==> config.mk <==
export PLATFORM = sky130hd
export DESIGN_NAME = punc_control
export DESIGN_NICKNAME = d
export VERILOG_FILES = /design/src/rtl/punc_control.sv
export SDC_FILE = /design/constraint.sdc
export NUM_CORES = 1
export LEC_CHECK = 0
export CAP_MARGIN = 20
export CORE_AREA = 4 4 49 51
export DETAILED_ROUTE_END_ITERATION = 7
export DIE_AREA = 0 0 53 55
export GPL_TIMING_DRIVEN = 1
export PLACE_DENSITY_LB_ADDON = 0.2
export SYNTH_ARGS = -nofsm -noshare
export SYNTH_HDL_FRONTEND = slang
export SYNTH_SLANG_ARGS = --single-unit
==> constraint.sdc <==
create_clock -name clk -period 3.3 [get_ports clk]
set_input_delay 0.33 -clock clk [delete_from_list [all_inputs] [get_ports clk]]
set_output_delay 0.33 -clock clk [all_outputs]
set_load 0.01 [all_outputs]
==> src/rtl/punc_control.sv <==
// Instruction-sequencing FSM for the PUnC LC3 datapath: fetch, decode, execute.
// Optional build macro PUNC_ILLEGAL_TRAP_EN: opcodes 1000/1101 halt and set a sticky illegal flag.
module punc_control (
  input  logic        clk,
  input  logic        rst,
  input  logic [15:0] ir,
  input  logic        n,
  input  logic        z,
  input  logic        p,
  output logic        pc_ld,
  output logic        pc_inc,
  output logic        pc_clr,
  output logic        pc_data_sel,
  output logic        pc_off_sel,
  output logic        ir_ld,
  output logic [1:0]  mem_addr_sel,
  output logic        mem_w_en,
  output logic        store_ld,
  output logic [2:0]  rf_r_addr_0,
  output logic [2:0]  rf_r_addr_1,
  output logic [2:0]  rf_w_addr,
  output logic [1:0]  rf_w_sel,
  output logic        rf_w_en,
  output logic        alu_a_sel,
  output logic        alu_b_sel,
  output logic [1:0]  alu_op,
  output logic        nzp_ld,
  output logic        nzp_sel,
  output logic        halted,
  output logic        illegal
);

  // state    | meaning
  // S_FETCH  | read mem[PC] into IR, PC <= PC+1
  // S_DECODE | IR stable, register file read addresses settle
  // S_EXEC   | perform the instruction (or branch to EXEC2/HALT)
  // S_EXEC2  | second memory access of LDI/STI via the indirect register
  // S_HALT   | TRAP or illegal opcode; only rst leaves

  typedef enum logic [2:0] {
    S_FETCH  = 3'd0,
    S_DECODE = 3'd1,
    S_EXEC   = 3'd2,
    S_EXEC2  = 3'd3,
    S_HALT   = 3'd4
  } state_t;

  localparam logic [3:0] OP_BR   = 4'b0000;
  localparam logic [3:0] OP_ADD  = 4'b0001;
  localparam logic [3:0] OP_LD   = 4'b0010;
  localparam logic [3:0] OP_ST   = 4'b0011;
  localparam logic [3:0] OP_JSR  = 4'b0100;
  localparam logic [3:0] OP_AND  = 4'b0101;
  localparam logic [3:0] OP_LDR  = 4'b0110;
  localparam logic [3:0] OP_STR  = 4'b0111;
  localparam logic [3:0] OP_RSV0 = 4'b1000;
  localparam logic [3:0] OP_NOT  = 4'b1001;
  localparam logic [3:0] OP_LDI  = 4'b1010;
  localparam logic [3:0] OP_STI  = 4'b1011;
  localparam logic [3:0] OP_JMP  = 4'b1100;
  localparam logic [3:0] OP_RSV1 = 4'b1101;
  localparam logic [3:0] OP_LEA  = 4'b1110;
  localparam logic [3:0] OP_TRAP = 4'b1111;

  state_t     state_q, state_d;
  logic [3:0] opcode;
  logic       br_taken;
  logic       is_store;
  logic       unused_ir_bits;

  assign opcode         = ir[15:12];
  assign br_taken       = (ir[11] & n) | (ir[10] & z) | (ir[9] & p);
  assign is_store       = (opcode == OP_ST) || (opcode == OP_STR) || (opcode == OP_STI);
  // ir[4:3] only matter to the datapath's immediate decode
  assign unused_ir_bits = ^ir[4:3];

`ifdef PUNC_ILLEGAL_TRAP_EN
  logic illegal_set;
  logic illegal_q;

  always_ff @(posedge clk) begin
    if (rst)
      illegal_q <= 1'b0;
    else if (illegal_set)
      illegal_q <= 1'b1;
  end

  assign illegal = illegal_q;
`else
  assign illegal = 1'b0;
`endif

  always_ff @(posedge clk) begin
    if (rst)
      state_q <= S_FETCH;
    else
      state_q <= state_d;
  end

  always_comb begin
    state_d      = state_q;
    pc_ld        = 1'b0;
    pc_inc       = 1'b0;
    pc_clr       = 1'b0;
    pc_data_sel  = 1'b0;
    pc_off_sel   = 1'b0;
    ir_ld        = 1'b0;
    mem_addr_sel = 2'd0;
    mem_w_en     = 1'b0;
    store_ld     = 1'b0;
    rf_r_addr_0  = ir[8:6];
    rf_r_addr_1  = is_store ? ir[11:9] : ir[2:0];
    rf_w_addr    = ir[11:9];
    rf_w_sel     = 2'd0;
    rf_w_en      = 1'b0;
    alu_a_sel    = 1'b0;
    alu_b_sel    = 1'b0;
    alu_op       = 2'd0;
    nzp_ld       = 1'b0;
    nzp_sel      = 1'b0;
    halted       = 1'b0;
`ifdef PUNC_ILLEGAL_TRAP_EN
    illegal_set  = 1'b0;
`endif

    // Reset masks every strobe so an interrupted EXEC2 never writes.
    if (rst) begin
      pc_clr = 1'b1;
    end else begin
      case (state_q)
        S_FETCH: begin
          ir_ld   = 1'b1;
          pc_inc  = 1'b1;
          state_d = S_DECODE;
        end
        S_DECODE: state_d = S_EXEC;
        S_EXEC: begin
          state_d = S_FETCH;
          case (opcode)
            OP_ADD, OP_AND, OP_NOT: begin
              alu_a_sel = 1'b1;
              alu_b_sel = (opcode == OP_NOT) ? 1'b0 : ir[5];
              alu_op    = (opcode == OP_AND) ? 2'd1 : (opcode == OP_NOT) ? 2'd2 : 2'd0;
              rf_w_sel  = 2'd2;
              rf_w_en   = 1'b1;
              nzp_ld    = 1'b1;
            end
            OP_BR: begin
              pc_off_sel = 1'b1;
              pc_ld      = br_taken;
            end
            OP_JMP: begin
              pc_data_sel = 1'b1;
              pc_ld       = 1'b1;
            end
            OP_JSR: begin
              rf_w_addr   = 3'd7;
              rf_w_sel    = 2'd0;
              rf_w_en     = 1'b1;
              pc_data_sel = ~ir[11];
              pc_ld       = 1'b1;
            end
            OP_LD, OP_LDR: begin
              mem_addr_sel = 2'd1;
              alu_a_sel    = (opcode == OP_LDR);
              alu_b_sel    = 1'b1;
              rf_w_sel     = 2'd1;
              rf_w_en      = 1'b1;
              nzp_ld       = 1'b1;
              nzp_sel      = 1'b1;
            end
            OP_LEA: begin
              alu_b_sel = 1'b1;
              rf_w_sel  = 2'd2;
              rf_w_en   = 1'b1;
              nzp_ld    = 1'b1;
            end
            OP_ST, OP_STR: begin
              mem_addr_sel = 2'd1;
              alu_a_sel    = (opcode == OP_STR);
              alu_b_sel    = 1'b1;
              mem_w_en     = 1'b1;
            end
            OP_LDI, OP_STI: begin
              mem_addr_sel = 2'd1;
              alu_b_sel    = 1'b1;
              store_ld     = 1'b1;
              state_d      = S_EXEC2;
            end
            OP_TRAP: state_d = S_HALT;
            OP_RSV0, OP_RSV1: begin
`ifdef PUNC_ILLEGAL_TRAP_EN
              illegal_set = 1'b1;
              state_d     = S_HALT;
`else
              state_d     = S_FETCH;
`endif
            end
            default: state_d = S_FETCH;
          endcase
        end
        S_EXEC2: begin
          mem_addr_sel = 2'd2;
          state_d      = S_FETCH;
          if (opcode == OP_STI) begin
            mem_w_en = 1'b1;
          end else begin
            rf_w_sel = 2'd1;
            rf_w_en  = 1'b1;
            nzp_ld   = 1'b1;
            nzp_sel  = 1'b1;
          end
        end
        S_HALT: halted = 1'b1;
        default: state_d = S_FETCH;
      endcase
    end
  end

endmodule
-- Yosys cells after proc, flatten, opt, wreduce, memory -nomap -nowiden
Index checks and enable logic that the tools add are counted.
- flip-flop bits (word level): 3
- equality and inequality tests: 17
- mux-type cells: 56
- bitwise operators: 6
- reduce and logical (&&, ||, !) cells: 14
- operator list (operator ; count):
    1-bit 2-to-1 mux ; 32
    4-bit equality test (second input constant) ; 6
    4-bit by 3-bit equality test with 1-bit output (second input constant) ; 4
    2-bit 2-to-1 mux ; 7
    1-bit one-hot mux with 2 select lines ; 7
    7-bit OR reduction ; 2
    3-bit 2-to-1 mux ; 4
    2-bit one-hot mux with 2 select lines ; 3
    3-bit one-hot mux with 4 select lines ; 1
    6-bit OR reduction ; 2
    4-bit by 2-bit equality test with 1-bit output (second input constant) ; 2
    2-bit OR reduction ; 4
    3-bit by 2-bit equality test with 1-bit output (second input constant) ; 2
    3-bit one-hot mux with 2 select lines ; 1
    4-bit by 1-bit equality test with 1-bit output (second input constant) ; 1
    4-bit zero test ; 1
    4-bit OR reduction ; 1
    1-bit bitwise AND ; 3
    3-bit by 1-bit equality test with 1-bit output (second input constant) ; 1
    3-bit equality test (second input constant) ; 1
    3-bit zero test ; 1
    1-bit one-hot mux with 3 select lines ; 1
    3-bit OR reduction ; 1
    1-bit logical OR ; 2
    other kinds (2) ; 3

-- Longest topological paths before layout
- depth in word-level cells: 6
- mapped depth: 4
- gate-level depth less buffers: 3

-- Least setup slack after synthesis
Ideal clock, no wire load.
- path kind: register to output
- start point: register state_q[0]
- end point: output pc_inc
- arrival time: 1.283 ns
- required time: 2.970 ns
- setup slack: 1.687 ns
- cell stages (with the launch flop): 4
- path buffers: 2
- cell sequence: dfxtp_1 > clkbuf_1 > nor4_1 > buf_4
- cells in the longest elaborated chain, start to end: 3
- RTL lines (element ; line ; source):
    start: declaration ; 65 ; state_t state_q, state_d;
    start signal: assignment ; 97 ; state_q <= state_d;
    3-bit zero test ; n/a ;
    1-bit 2-to-1 mux (2 in series) ; n/a ;
    end: declaration ; 11 ; output logic pc_inc,
Every way passes these cells.

-- Worst setup path in the final report
- start point: input ir[14]
- end point: output rf_r_addr_1[2]
- cells in the longest elaborated chain, start to end: 4
- elaborated cells between the ends (all ways): 6
- classes of those cells: 3 x eq/ne; 1 x mux; 2 x reduce/logical
- RTL lines (element ; line ; source):
    start: declaration ; 6 ; input logic [15:0] ir,
    4-bit by 2-bit equality test with 1-bit output / 4-bit by 3-bit equality test with 1-bit output (equally long branches) ; 73 ; assign is_store = (opcode == OP_ST) || (opcode == OP_STR) || (opcode == OP_STI);
    1-bit logical OR ; 73 ;
    1-bit logical OR * ; 73 ;
    3-bit 2-to-1 mux * ; 112 ; rf_r_addr_1 = is_store ? ir[11:9] : ir[2:0];
    end: declaration ; 20 ; output logic [2:0] rf_r_addr_1,
Mark *: on every way between the ends. The rest lies on a longest branch, timed or not.

==> flow_metrics.tcl <==
set metrics [dict create \
    outcome "finished clean" \
    top_regs "state_q x3" \
    antenna_found_initial 0 \
    fmax_ghz 0.369 \
    htree_levels 1 \
    syn_inst 81 \
    reg2regPathDepth 2 \
    cp-endpoint "rf_r_addr_1[2]" \
    die_h_um 55 \
    async_reset_ff_share_pct 0 \
    rsz0062_at_grt "false" \
    layout_common_cells "clkdlybuf4s50_1 (41), nand2_1 (9), nor2_1 (9), o21ai_0 (4), a21oi_1 (4)" \
    r2r-end "state_q[2]$_SDFFE_PP0P_" \
    ios 51 \
    yosysWarnings 0 \
    cts_resized 0 \
    finalHoldViolCount 0 \
    core-area_mm2 0.00194 \
    ff2ff_setup_slack_ns 2.14 \
    synth.distinct_cells 38 \
    cts_tree "built" \
    wl_per_cell_um 12.5 \
    n_antenna_cell 0 \
    grt_max_degree 15 \
    final_area_um2 975 \
    leakage_nw 0.365 \
    cp-end-kind "primary output" \
    overflow 0 \
    instances_no_fill 144 \
    multi_input_area_um2 425 \
    nFillCells 200 \
    layout.nets 139 \
    dieWidth_um 53 \
    setup_violations 0 \
    regToRegStartpoint "state_q[0]$_SDFFE_PP0P_" \
    place.gp.congestion 0.835 \
    grtUsageTotal_pct 12.8 \
    ys.flop_type "dfxtp_1" \
    ant_nets 0 \
    synthToLayoutAreaGrowth_pct 73.1 \
    ctsHoldBuffers 0 \
    path_class "input port to primary output" \
    design.die.area_mm2 0.00292 \
    drtIter0Drc 10 \
    seq_area_um2 60.1 \
    drc 0 \
    worstPathArrival_ns 2.38 \
    routed_wl_um 1800 \
    power_density_mw_per_mm2 205 \
    vdd_ir_drop_max_v 0.000245 \
    cts_root_buf "clkbuf_4" \
    syn-cell-area_um2 563 \
    tns_ns 0 \
    worst_skew_pair.late_latency_ns 0.24 \
    period_share_pct 82.0 \
    crit_required_ns 2.97 \
    dr.pass1.iters 4 \
    postCtsSetupBuffers 0 \
    drv_slew 0 \
    layout_commonest_cell "clkdlybuf4s50_1" \
    place_area_um2 948 \
    avgSynthCellArea_um2 6.95 \
    cts_buffers 3 \
    ys_seq_area_share_pct 10.7 \
    regMostFlops "state_q" \
    fin_util_pct 50.2 \
    grt_pass1_wl_um 2820 \
    vias_per_cell 4.85 \
    maxCapViolCount 0 \
    syn_nets 102 \
    clock-skew-final_ns 0.00481 \
    placed_cells 140 \
    crit_path_start "ir[14]" \
    layout-drive-gt1-share_pct 10.3 \
    synth_seq_cells 3 \
    fin_crit_ns 2.71 \
    cts.sinks 3 \
    hpwl_um 1490 \
    start_util_pct 29.0 \
    cts.clk_slew.worst_paths_ns 0.03 \
    port-buffer-count 41 \
    grt_pass1_vias 670 \
    rows 16 \
    largest_reg_flops 3 \
    hp-class "flip-flop to flip-flop" \
    start_kind "input port" \
    cts_buffer_depth 2 \
    vias 699 \
    cp_max_fo 13 \
    synth_edf_count 0 \
]
## cells by family (layout without fill, tap and decap cells)
| family | Yosys count | count (layout) | share of synthesized area [%] |
|---|---|---|---|
| AOI/OAI and AO/OA | 20 | 20 | 24.9 |
| xor gates and xnor gates | 1 | 1 | 1.56 |
| buffers and inverters | 13 | 49 | 13.8 |
| DFF | 3 | 3 | 10.7 |
| muxes | 4 | 4 | 7.78 |
| other | 1 | 1 | 0.666 |
| and+or+nand+nor | 39 | 39 | 40.7 |
## routing by layer
layer / global-route usage, % / wire [µm] / vias to the layer above
met5: 0 / 0 / -
met4: 4.68 / 10 / 0
met3: 3.75 / 120 / 3
met2: 21.1 / 917 / 22
met1: 15.7 / 752 / 314
li1: - / - / 360
## final cells by class
| class | instances | share of cell area (%) |
|---|---|---|
| multi-input cells | 65 | 43.6 |
| inverters | 3 | 1.16 |
| flip-flops and latches | 3 | 6.16 |
| clock buffers | 4 | 2.70 |
| repair buffers | 42 | 42.9 |
| well taps | 27 | 3.47 |
## critical path, stage by stage
cell and delay, ns:
clkdlybuf4s50_1 0.73, nand2_1 0.25, nand3_1 0.22, mux2_2 0.35, clkdlybuf4s50_1 0.49
## Yosys cell counts (2+ instances only)
cell / count / area share [%]
inv_1: 3 / 2.0
a211oi_1: 3 / 4.0
nor3_1: 2 / 1.8
dfxtp_1: 3 / 11
or2b_1: 2 / 2.7
buf_4: 7 / 9.3
nor3b_1: 3 / 4.0
a21oi_1: 4 / 3.6
buf_2: 2 / 1.8
nor2_1: 9 / 6.0
o21ai_0: 4 / 3.6
nor2b_1: 3 / 3.3
mux2_2: 3 / 6.0
nand2_1: 9 / 6.0
## report_power, final
| part | switching (mW) | internal [mW] |
|---|---|---|
| registers | 0.00682 | 0.0387 |
| clock network | 0.0202 | 0.0454 |
| logic | 0.0377 | 0.0515 |
## through the flow
| stage | setup WS (ns) | power, mW | hold slack (ns) |
|---|---|---|---|
| floorplan | 1.69 | 0.0938 | 0.493 |
| global placement | 0.614 | 0.134 | 0.566 |
| detailed placement | 0.595 | 0.136 | 0.574 |
| CTS | 0.588 | 0.204 | 0.583 |
| global route | 0.422 | 0.217 | 0.656 |
| finish | 0.593 | 0.200 | 0.584 |
## worst min-delay path by stage
stage                                  startpoint                      end  slack [ns]  cells past startpoint
after floorplan                               rst  state_q[1]$_SDFFE_PP0P_        0.49                      2
after global placement    state_q[1]$_SDFFE_PP0P_  state_q[0]$_SDFFE_PP0P_        0.57                      1
after detailed placement  state_q[1]$_SDFFE_PP0P_  state_q[0]$_SDFFE_PP0P_        0.57                      1
after CTS                 state_q[1]$_SDFFE_PP0P_  state_q[0]$_SDFFE_PP0P_        0.58                      1
after global routing      state_q[1]$_SDFFE_PP0P_  state_q[0]$_SDFFE_PP0P_        0.66                      1
final                     state_q[1]$_SDFFE_PP0P_  state_q[0]$_SDFFE_PP0P_        0.58                      1
(Power assumes the default switching activity.)
